--- config.mk ---
export PLATFORM = sky130hd
export DESIGN_NAME = bobc_operativo
export DESIGN_NICKNAME = d
export VERILOG_FILES = /design/src/rtl/bobc_operativo.sv
export SDC_FILE = /design/constraint.sdc
export NUM_CORES = 1
export LEC_CHECK = 0
export CAP_MARGIN = 0
export CORE_MARGIN = 5
export CORE_UTILIZATION = 45
export DETAILED_ROUTE_END_ITERATION = 7
export PLACE_DENSITY_LB_ADDON = 0.12
export SKIP_LAST_GASP = 1
export SLEW_MARGIN = 20
export SYNTH_ARGS = -nofsm -noshare
export SYNTH_HDL_FRONTEND = slang
export SYNTH_SLANG_ARGS = --single-unit
--- constraint.sdc ---
create_clock -name ck -period 2.7 [get_ports ck]
set_clock_uncertainty 0.05 [all_clocks]
set_input_delay 0.675 -clock ck [delete_from_list [all_inputs] [get_ports ck]]
set_output_delay 0.675 -clock ck [all_outputs]
set_load 0.05 [all_outputs]
--- src/rtl/bobc_operativo.sv ---
// bobc_operativo: BOBC polynomial datapath with add/Horner steps and a W-cycle shift-add multiplier
module bobc_operativo #(
  parameter int W = 8
) (
  input  logic         ck,
  input  logic         rst,
  input  logic         lx,
  input  logic [1:0]   m0,
  input  logic [1:0]   m1,
  input  logic [1:0]   m2,
  input  logic         h,
  input  logic         lh,
  input  logic         ls,
  input  logic         done,
  input  logic [W-1:0] x_in,
  input  logic [W-1:0] coef_a,
  input  logic [W-1:0] coef_b,
  input  logic [W-1:0] coef_c,
  output logic         pronto,
  output logic [W-1:0] h_out,
  output logic [W-1:0] y,
  output logic         y_valid
);
  localparam logic IDLE = 1'b0;
  localparam logic MUL  = 1'b1;
  localparam int   CW   = $clog2(W + 1);
  logic          state_q, state_d;
  logic [W-1:0]  x_q, x_d, h_q, h_d, s_q, s_d, y_q, y_d;
  logic [W-1:0]  mcand_q, mcand_d, mplier_q, mplier_d, acc_q, acc_d;
  logic [CW-1:0] cnt_q, cnt_d;
  logic          yv_q, yv_d;
  logic [W-1:0]  a_op, b_mul, b_add, sum, step;
  logic          idle;
  always_comb begin
    idle  = state_q == IDLE;
    a_op  = m0 == 2'b00 ? '0 : m0 == 2'b01 ? coef_a : h_q;
    b_mul = m1[1] ? (m1[0] ? W'(1) : coef_b) : x_q;
    b_add = m2 == 2'b00 ? '0 : m2 == 2'b01 ? coef_b : m2 == 2'b10 ? coef_c : x_q;
    sum   = a_op + b_add;
    step  = acc_q + (mplier_q[0] ? mcand_q : '0);
    state_d  = state_q;
    x_d      = idle && lx ? x_in : x_q;
    s_d      = idle && ls ? sum : s_q;
    y_d      = idle && done ? s_q : y_q;
    yv_d     = idle && done;
    h_d      = idle && lh && !h ? sum : h_q;
    mcand_d  = mcand_q;
    mplier_d = mplier_q;
    acc_d    = acc_q;
    cnt_d    = cnt_q;
    if (idle && lh && h) begin
      mcand_d  = a_op;
      mplier_d = b_mul;
      acc_d    = '0;
      cnt_d    = CW'(W);
      state_d  = MUL;
    end else if (!idle) begin
      acc_d    = step;
      mcand_d  = mcand_q << 1;
      mplier_d = mplier_q >> 1;
      cnt_d    = cnt_q - CW'(1);
      // last step folds straight into H so pronto rises on the same edge
      if (cnt_q == CW'(1)) begin
        h_d     = step;
        state_d = IDLE;
      end
    end
  end
  always_ff @(posedge ck or negedge rst) begin
    if (!rst) begin
      state_q  <= IDLE;
      x_q      <= '0;
      h_q      <= '0;
      s_q      <= '0;
      y_q      <= '0;
      yv_q     <= 1'b0;
      mcand_q  <= '0;
      mplier_q <= '0;
      acc_q    <= '0;
      cnt_q    <= '0;
    end else begin
      state_q  <= state_d;
      x_q      <= x_d;
      h_q      <= h_d;
      s_q      <= s_d;
      y_q      <= y_d;
      yv_q     <= yv_d;
      mcand_q  <= mcand_d;
      mplier_q <= mplier_d;
      acc_q    <= acc_d;
      cnt_q    <= cnt_d;
    end
  end
  assign pronto  = state_q == IDLE;
  assign h_out   = h_q;
  assign y       = y_q;
  assign y_valid = yv_q;
endmodule

==> results of run 1 <==
[how the worst min path moves through the flow]
stage / startpoint / to / slack, ns / cells after the start
floorplan: rst / acc_q[0] / 0.33 / 0
detailed placement: s_q[3] / s_q[3] / 0.42 / 2
CTS: s_q[3] / s_q[3] / 0.44 / 2
finish: s_q[3] / s_q[3] / 0.43 / 2
global placement: mplier_q[5] / mplier_q[4] / 0.41 / 2
global route: s_q[6] / s_q[6] / 0.47 / 2
[synthesized netlist by cell type (5+ instances only)]
cell | n | area [um2]
xnor2_1 | 9 | 78.8
ha_1 | 16 | 200
mux2i_1 | 10 | 100
a21oi_1 | 14 | 70.1
nor2b_1 | 14 | 87.6
o21ai_1 | 18 | 90.1
mux2_2 | 25 | 282
xor2_1 | 5 | 43.8
nand3_1 | 9 | 45.0
o21ai_0 | 12 | 60.1
inv_1 | 11 | 41.3
dfrtp_1 | 62 | 1550
a221o_1 | 6 | 60.1
a22o_1 | 6 | 52.6
and2_1 | 8 | 50.1
nor3_1 | 6 | 30.0
nor2_1 | 14 | 52.6
nand2_1 | 64 | 240
o221ai_1 | 7 | 61.3
clkbuf_1 | 13 | 48.8
[per-stage QoR]
step	setup TNS, ns	std cells	util [%]	hold slack, ns	instance area, um2
after global routing	-0.0431	565	61.8	0.466	4800
after floorplan	-0.0610	368	-	0.329	3600
after detailed placement	-8.34	549	58.3	0.425	4530
final	0	565	61.8	0.429	4800
after global placement	-7.39	549	58.3	0.413	4530
after CTS	0	564	61.4	0.440	4770
[flip-flops by register name, summed over array words and instances, names as in the netlist]
name	cells
cnt_q	4
mplier_q	8
y_valid	1
mcand_q	8
y	8
h_out	8
x_q	8
state_q	1
acc_q	8
s_q	8
[layer usage]
| layer | vias up | wire, um |
|---|---|---|
| li1 | 1478 | - |
| met1 | 1443 | 4190 |
| met2 | 88 | 4180 |
| met3 | 15 | 471 |
| met4 | 0 | 191 |
| met5 | - | 0 |
[cell usage in the layout, fill, tap and decap left out, types with 11 or more instances in the layout]
master,n
a21oi_1,13
buf_4,36
clkbuf_8,11
clkdlybuf4s50_1,52
dfrtp_1,62
ha_1,14
mux2_2,24
nand2_1,63
nor2_1,14
nor2b_1,14
o21ai_0,11
o21ai_1,17
[report_power, final]
| group | switching [W] | internal [W] | leakage [nW] | total [W] |
|---|---|---|---|---|
| combinational | 0.00141 | 0.00112 | 1.28 | 0.00253 |
| sequential | 0.000290 | 0.00135 | 0.778 | 0.00164 |
| clock | 0.000376 | 0.000562 | 0.115 | 0.000938 |
| total | 0.00208 | 0.00303 | 2.18 | 0.00511 |
[kinds of logic (layout without fill, tap and decap cells)]
family	after synthesis	count (layout)
simple gates	125	125
compound gates	81	81
flops	62	62
mux	37	37
buf+inv	31	126
fa+ha+maj	18	18
xor+xnor	14	14
[area by class of cell]
cell class	instances	area (um2)
fill	673	2970
multi-input combinational	275	1950
sequential	62	1550
timing repair buffer	99	902
clock buffer	11	151
tap	102	128
clock inverter	4	70.1
inverter	12	45.0
[worst max-delay path, delay by kind of cell]
family / cells / cell delay (ns)
adders and majority gates: 1 / 0.35
xor gates and xnor gates: 1 / 0.14
and+or+nand+nor: 1 / 0.13
muxes: 2 / 0.54
AOI/OAI and AO/OA: 3 / 0.52
buffers and inverters: 1 / 0.41
[repair_timing]
| action | 4_1_cts | 5_1_grt |
|---|---|---|
| setup endpoints to repair | 12 | 5 |
| buffers inserted | 0 | 1 |
| pin swaps | 8 | 8 |
| gates resized for setup | 24 | 7 |
==> flow_metrics.py, run 1 <==
metrics = {
    "clock_tree": {
        "cts_tree": "done",
        "cts.sink_count": 62,
        "htree_levels": 3,
        "clockBufferDepth": 2,
        "cts_root_buf": "clkbuf_8",
        "hold_buffers": 0,
        "insertion_delay_ns": 0.34,
        "cts_made_buffers": 9,
        "clk_pin_slew_ns": 0.07,
    },
    "critical_path": {
        "crit_type": "primary input to register",
        "reg2reg_depth": 11,
        "cp_cell_sequence": "clkdlybuf4s50_1 -> mux2_2 -> a22o_1 -> ha_1 -> nand3_1 -> o2111ai_2 -> o211ai_2 -> xnor2_1 -> mux2_2",
        "worstPathMaxFanout": 5,
        "end_kind": "register",
        "r2r-start": "x_q[0]",
        "critPathSlowestCell": "clkdlybuf4s50_1",
        "cpMostUsedCell": "mux2_2",
        "required_ns": 2.88,
        "critPathCapture": "s_q[7]",
        "cp.arrival_ns": 2.77,
        "worst_setup_path_start_kind": "primary input",
        "crit_path_max_incr_delay_ns": 0.41,
        "cp-startpoint": "coef_b[4]",
        "regToRegSetupSlack_ns": 0.25,
        "rr_endpoint": "h_out[6]",
    },
    "status": {
        "status": "finished, final reports clean",
    },
    "grt": {
        "top_usage_layer": "met2",
        "antenna_found_initial": 0,
        "grt_max_degree": 63,
        "use_met2_pct": 30.5,
        "met3_usage_pct": 4.49,
        "grt_overflow": 0,
        "use_met1_pct": 26.0,
        "grt_pass1_wl_mm": 15.0,
        "grt_pass1_vias": 3056,
        "grt_usage_pct": 19.3,
    },
    "die": {
        "die_area_um2": 9890,
        "rows": 32,
        "die_w_um": 99.4,
        "die_h_um": 99.4,
        "coreArea_um2": 7770,
        "initial_core_util_pct": 46.3,
        "ios": 63,
    },
    "placed_design": {
        "pre_cts_ws_ns": -0.780,
        "place.gp.congestion": 0.839,
        "dp_hpwl_mm": 6.73,
        "port_buffers": 62,
    },
    "route": {
        "num_vias": 3024,
        "first_iter_violations": 130,
        "antenna_left": 0,
        "wl_per_cell_um": 16.0,
        "routed_via_density": 5.35,
        "post-route-drc-count": 0,
        "drtPass1Iterations": 4,
        "drt_wl_total_mm": 9.04,
    },
    "final_layout": {
        "diodes": 0,
        "drive_gt1_share_pct": 21.4,
        "nets": 522,
        "area_growth_pct": 33.3,
    },
    "yosys": {
        "synthSimpleGateAreaFrac_pct": 16.1,
        "synthAdderAreaFrac_pct": 6.67,
        "synth-seq-cells": 62,
        "syn_area_per_cell_um2": 9.78,
        "synth_warnings": 0,
        "synth_top_family_by_area": "simple AND/OR/NAND/NOR gates",
        "synth_cells": 368,
        "ys_seq_area_share_pct": 43.1,
        "synthFlopType": "dfrtp_1",
        "synth_area_um2": 3600,
        "synth_fp_nets": 431,
        "async_flop_share_pct": 100,
        "synthXorXnorAreaFrac_pct": 3.41,
        "synth-compound-area-share_pct": 15.4,
        "synthMuxAreaShare_pct": 11.3,
        "yosysUniqueCellTypes": 46,
        "synth_edf_count": 0,
    },
    "pwr": {
        "power_w": 0.00511,
        "ir_drop_mv": 0.514,
        "power_leakage_nw": 2.18,
        "p_per_area_nw_per_um2": 1060,
    },
    "sta": {
        "final-setup-viol-count": 0,
        "slew_viol_final": 0,
        "period_minus_slack_ns": 2.59,
        "rsz0062_at_grt": "yes",
        "fmax_ghz": 0.387,
        "worstMarginPinSlew_ns": 0.783,
        "hold_viol_final": 0,
        "setup_slack_ns": 0.114,
        "fin_crit_sh_pct": 95.8,
        "relSlewSlack_pct": 47.8,
    },
    "worst_hold_path": {
        "hold_path_class": "register to register",
    },
    "run": {
        "cap_viol_max_count": 0,
    },
}
Note: power is estimated with default switching activity, not from simulation.
==> run 2: changes to the inputs <==
Settings changed: DONT_BUFFER_PORTS from default to 1, SLEW_MARGIN 20 to default.
==> run 2 against run 1 <==
Cell area shrank 17%. Die area is the same. Combinational power shrank 25%. Count of clock-buffer cells in the layout shrank 2. Final cell count shrank 14%. Core utilization shrank 11 points. Flip-flop and latch count is the same. Register-to-register slack gained 0.04 ns. Total power shrank 12%. Largest cell class unchanged.
==> flow_metrics.py, run 2 (synthesis gave the netlist of run 1 again) <==
metrics = {
    "status": {
        "status": "finished, final reports clean",
    },
    "critical_path": {
        "required_ns": 2.91,
        "worstPathMaxFanout": 3,
        "regToRegSetupSlack_ns": 0.29,
        "end_kind": "register",
        "cp-startpoint": "x_q[0]",
        "crit_type": "register to register",
        "worst_setup_path_start_kind": "register",
        "cp.arrival_ns": 2.62,
        "r2r-start": "x_q[0]",
    },
    "worst_hold_path": {
        "hold_path_class": "primary input to async pin",
    },
    "die": {
        "die_h_um": 99.4,
        "rows": 32,
        "die_area_um2": 9890,
        "die_w_um": 99.4,
        "coreArea_um2": 7770,
        "initial_core_util_pct": 46.3,
        "ios": 63,
    },
    "grt": {
        "grt_overflow": 0,
        "grt_max_degree": 63,
        "grt_pass1_vias": 2623,
        "grt_usage_pct": 17.9,
        "grt_pass1_wl_mm": 13.8,
        "antenna_found_initial": 1,
    },
    "sta": {
        "worstMarginPinSlew_ns": 0.683,
        "relSlewSlack_pct": 54.4,
        "period_minus_slack_ns": 2.41,
        "final-setup-viol-count": 0,
        "hold_viol_final": 0,
        "fin_crit_sh_pct": 89.4,
        "rsz0062_at_grt": "no",
        "fin_tns_setup_ns": 0,
        "slew_viol_final": 0,
        "fmax_ghz": 0.414,
    },
    "clock_tree": {
        "insertion_delay_ns": 0.34,
        "cts_made_buffers": 9,
        "cts.sink_count": 62,
        "htree_levels": 3,
        "clockBufferDepth": 2,
        "cts_tree": "done",
        "cts_root_buf": "clkbuf_8",
        "cts.repair.resized": 0,
        "clk_pin_slew_ns": 0.08,
    },
    "pwr": {
        "p_seq_share_pct": 41.4,
        "p_sw_share_pct": 44.6,
        "p_int_w": 0.00250,
        "combPwrFrac_pct": 42.3,
        "ir_drop_mv": 0.583,
        "power_leakage_nw": 1.80,
        "p_clk_share_pct": 16.2,
        "power_w": 0.00451,
        "p_per_area_nw_per_um2": 1130,
        "power.switching_w": 0.00201,
    },
    "final_layout": {
        "layout_commonest_cell": "nand2_1",
        "nets": 443,
        "seqCellArea_um2": 1550,
        "fillers": 741,
        "multi_input_area_um2": 1910,
        "area_growth_pct": 10.4,
        "final_cell_mix": "64 x nand2_1, 62 x dfrtp_1, 25 x mux2_2, 19 x buf_4, 18 x o21ai_1",
        "drive_gt1_share_pct": 17.9,
    },
    "route": {
        "num_vias": 2636,
        "antenna_left": 0,
        "drtPass1Iterations": 4,
        "routed_via_density": 5.40,
        "drt_wl_total_mm": 8.44,
        "wl_per_cell_um": 17.3,
        "post-route-drc-count": 0,
        "first_iter_violations": 83,
    },
    "placed_design": {
        "port_buffers": 0,
        "dp_hpwl_mm": 6.39,
        "place.gp.congestion": 0.823,
    },
    "run": {
        "cap_viol_max_count": 0,
    },
}
==> run 2: changes by cell type in the layout (fill, tap and decap cells not counted), sizes merged, moves of 2 or more <==
| cell | previous run | this run |
|---|---|---|
| clkbuf | 12 | 9 |
| clkdlybuf4s50 | 52 | 0 |
| buf | 40 | 20 |
| clkinv | 2 | 5 |
| bufinv | 2 | 0 |
| dlygate4sd2 | 3 | 0 |
| clkdlybuf4s15 | 2 | 0 |
==> run 2: path summary, 6_finish.rpt <==
kind,endpoint,cells after the start
worst max-delay path,h_out[6],11
worst max register to register,h_out[6],11
min in group ck,s_q[2],2
worst min register to register,s_q[2],2
worst min-delay path,acc_q[3],1
max in group asynchronous,acc_q[6],1
==> run 2: layer usage <==
metal  up-vias  GRT usage, %  share of wire (%)
met4         0          4.73                1.0
li1       1320             -                  -
met5         -             0                  0
met2        59          27.8                 46
met3         7          6.66                7.5
met1      1250          23.6                 45
==> run 2: per-stage QoR <==
step	hold WS [ns]	setup slack (ns)	cells	utilization, %	instance area, um2
6_report	0.142	0.287	488	51.2	3980
5_1_grt	0.150	0.156	488	51.2	3980
4_1_cts	0.153	0.286	487	51.1	3970
3_5_place_dp	0.332	-0.0529	470	48.6	3770
3_3_place_gp	0.332	-0.000927	470	48.6	3770
2_1_floorplan	0.329	-0.0610	368	-	3600
==> run 2: critical path: stages (launching register included) <==
cell and delay [ns]:
dfrtp_1 0.41, mux2_2 0.27, a22o_1 0.18, ha_1 0.19, inv_1 0.07, fa_1 0.18, nor2b_1 0.05, o21a_1 0.20
o21a_1 0.20, o41ai_2 0.24, nor3_1 0.10, o31ai_1 0.19
==> run 2: power by group through the flow <==
stage / Sequential (W) / Clock [W] / Combinational [W]
2_1_floorplan: 0.00198 / 0 / 0.00129
3_3_place_gp: 0.00188 / 0 / 0.00187
3_5_place_dp: 0.00189 / 0 / 0.00190
4_1_cts: 0.00187 / 0.000759 / 0.00194
5_1_grt: 0.00194 / 0.000802 / 0.00213
6_report: 0.00187 / 0.000732 / 0.00191
==> run 2: repair_timing <==
item | CTS | global route
hold buffers | 1 | 0
setup buffers | 0 | 0
hold endpoints to repair | 62 | 0
==> run 2: cell type report <==
type / instances / share of cell area, %
clock inverter: 7 / 1.23
sequential: 62 / 39.0
multi-input combinational: 275 / 47.9
tap: 102 / 3.21
timing repair buffer: 20 / 4.28
clock buffer: 9 / 3.12
inverter: 12 / 1.13
antenna: 1 / 0.0630
==> run 3: changes to the inputs <==
Settings changed: CAP_MARGIN 0 to 20, TNS_END_PERCENT from default to 20.
==> results of run 3 <==
No change in the layout: final DEF, timing and power equal those of run 2.
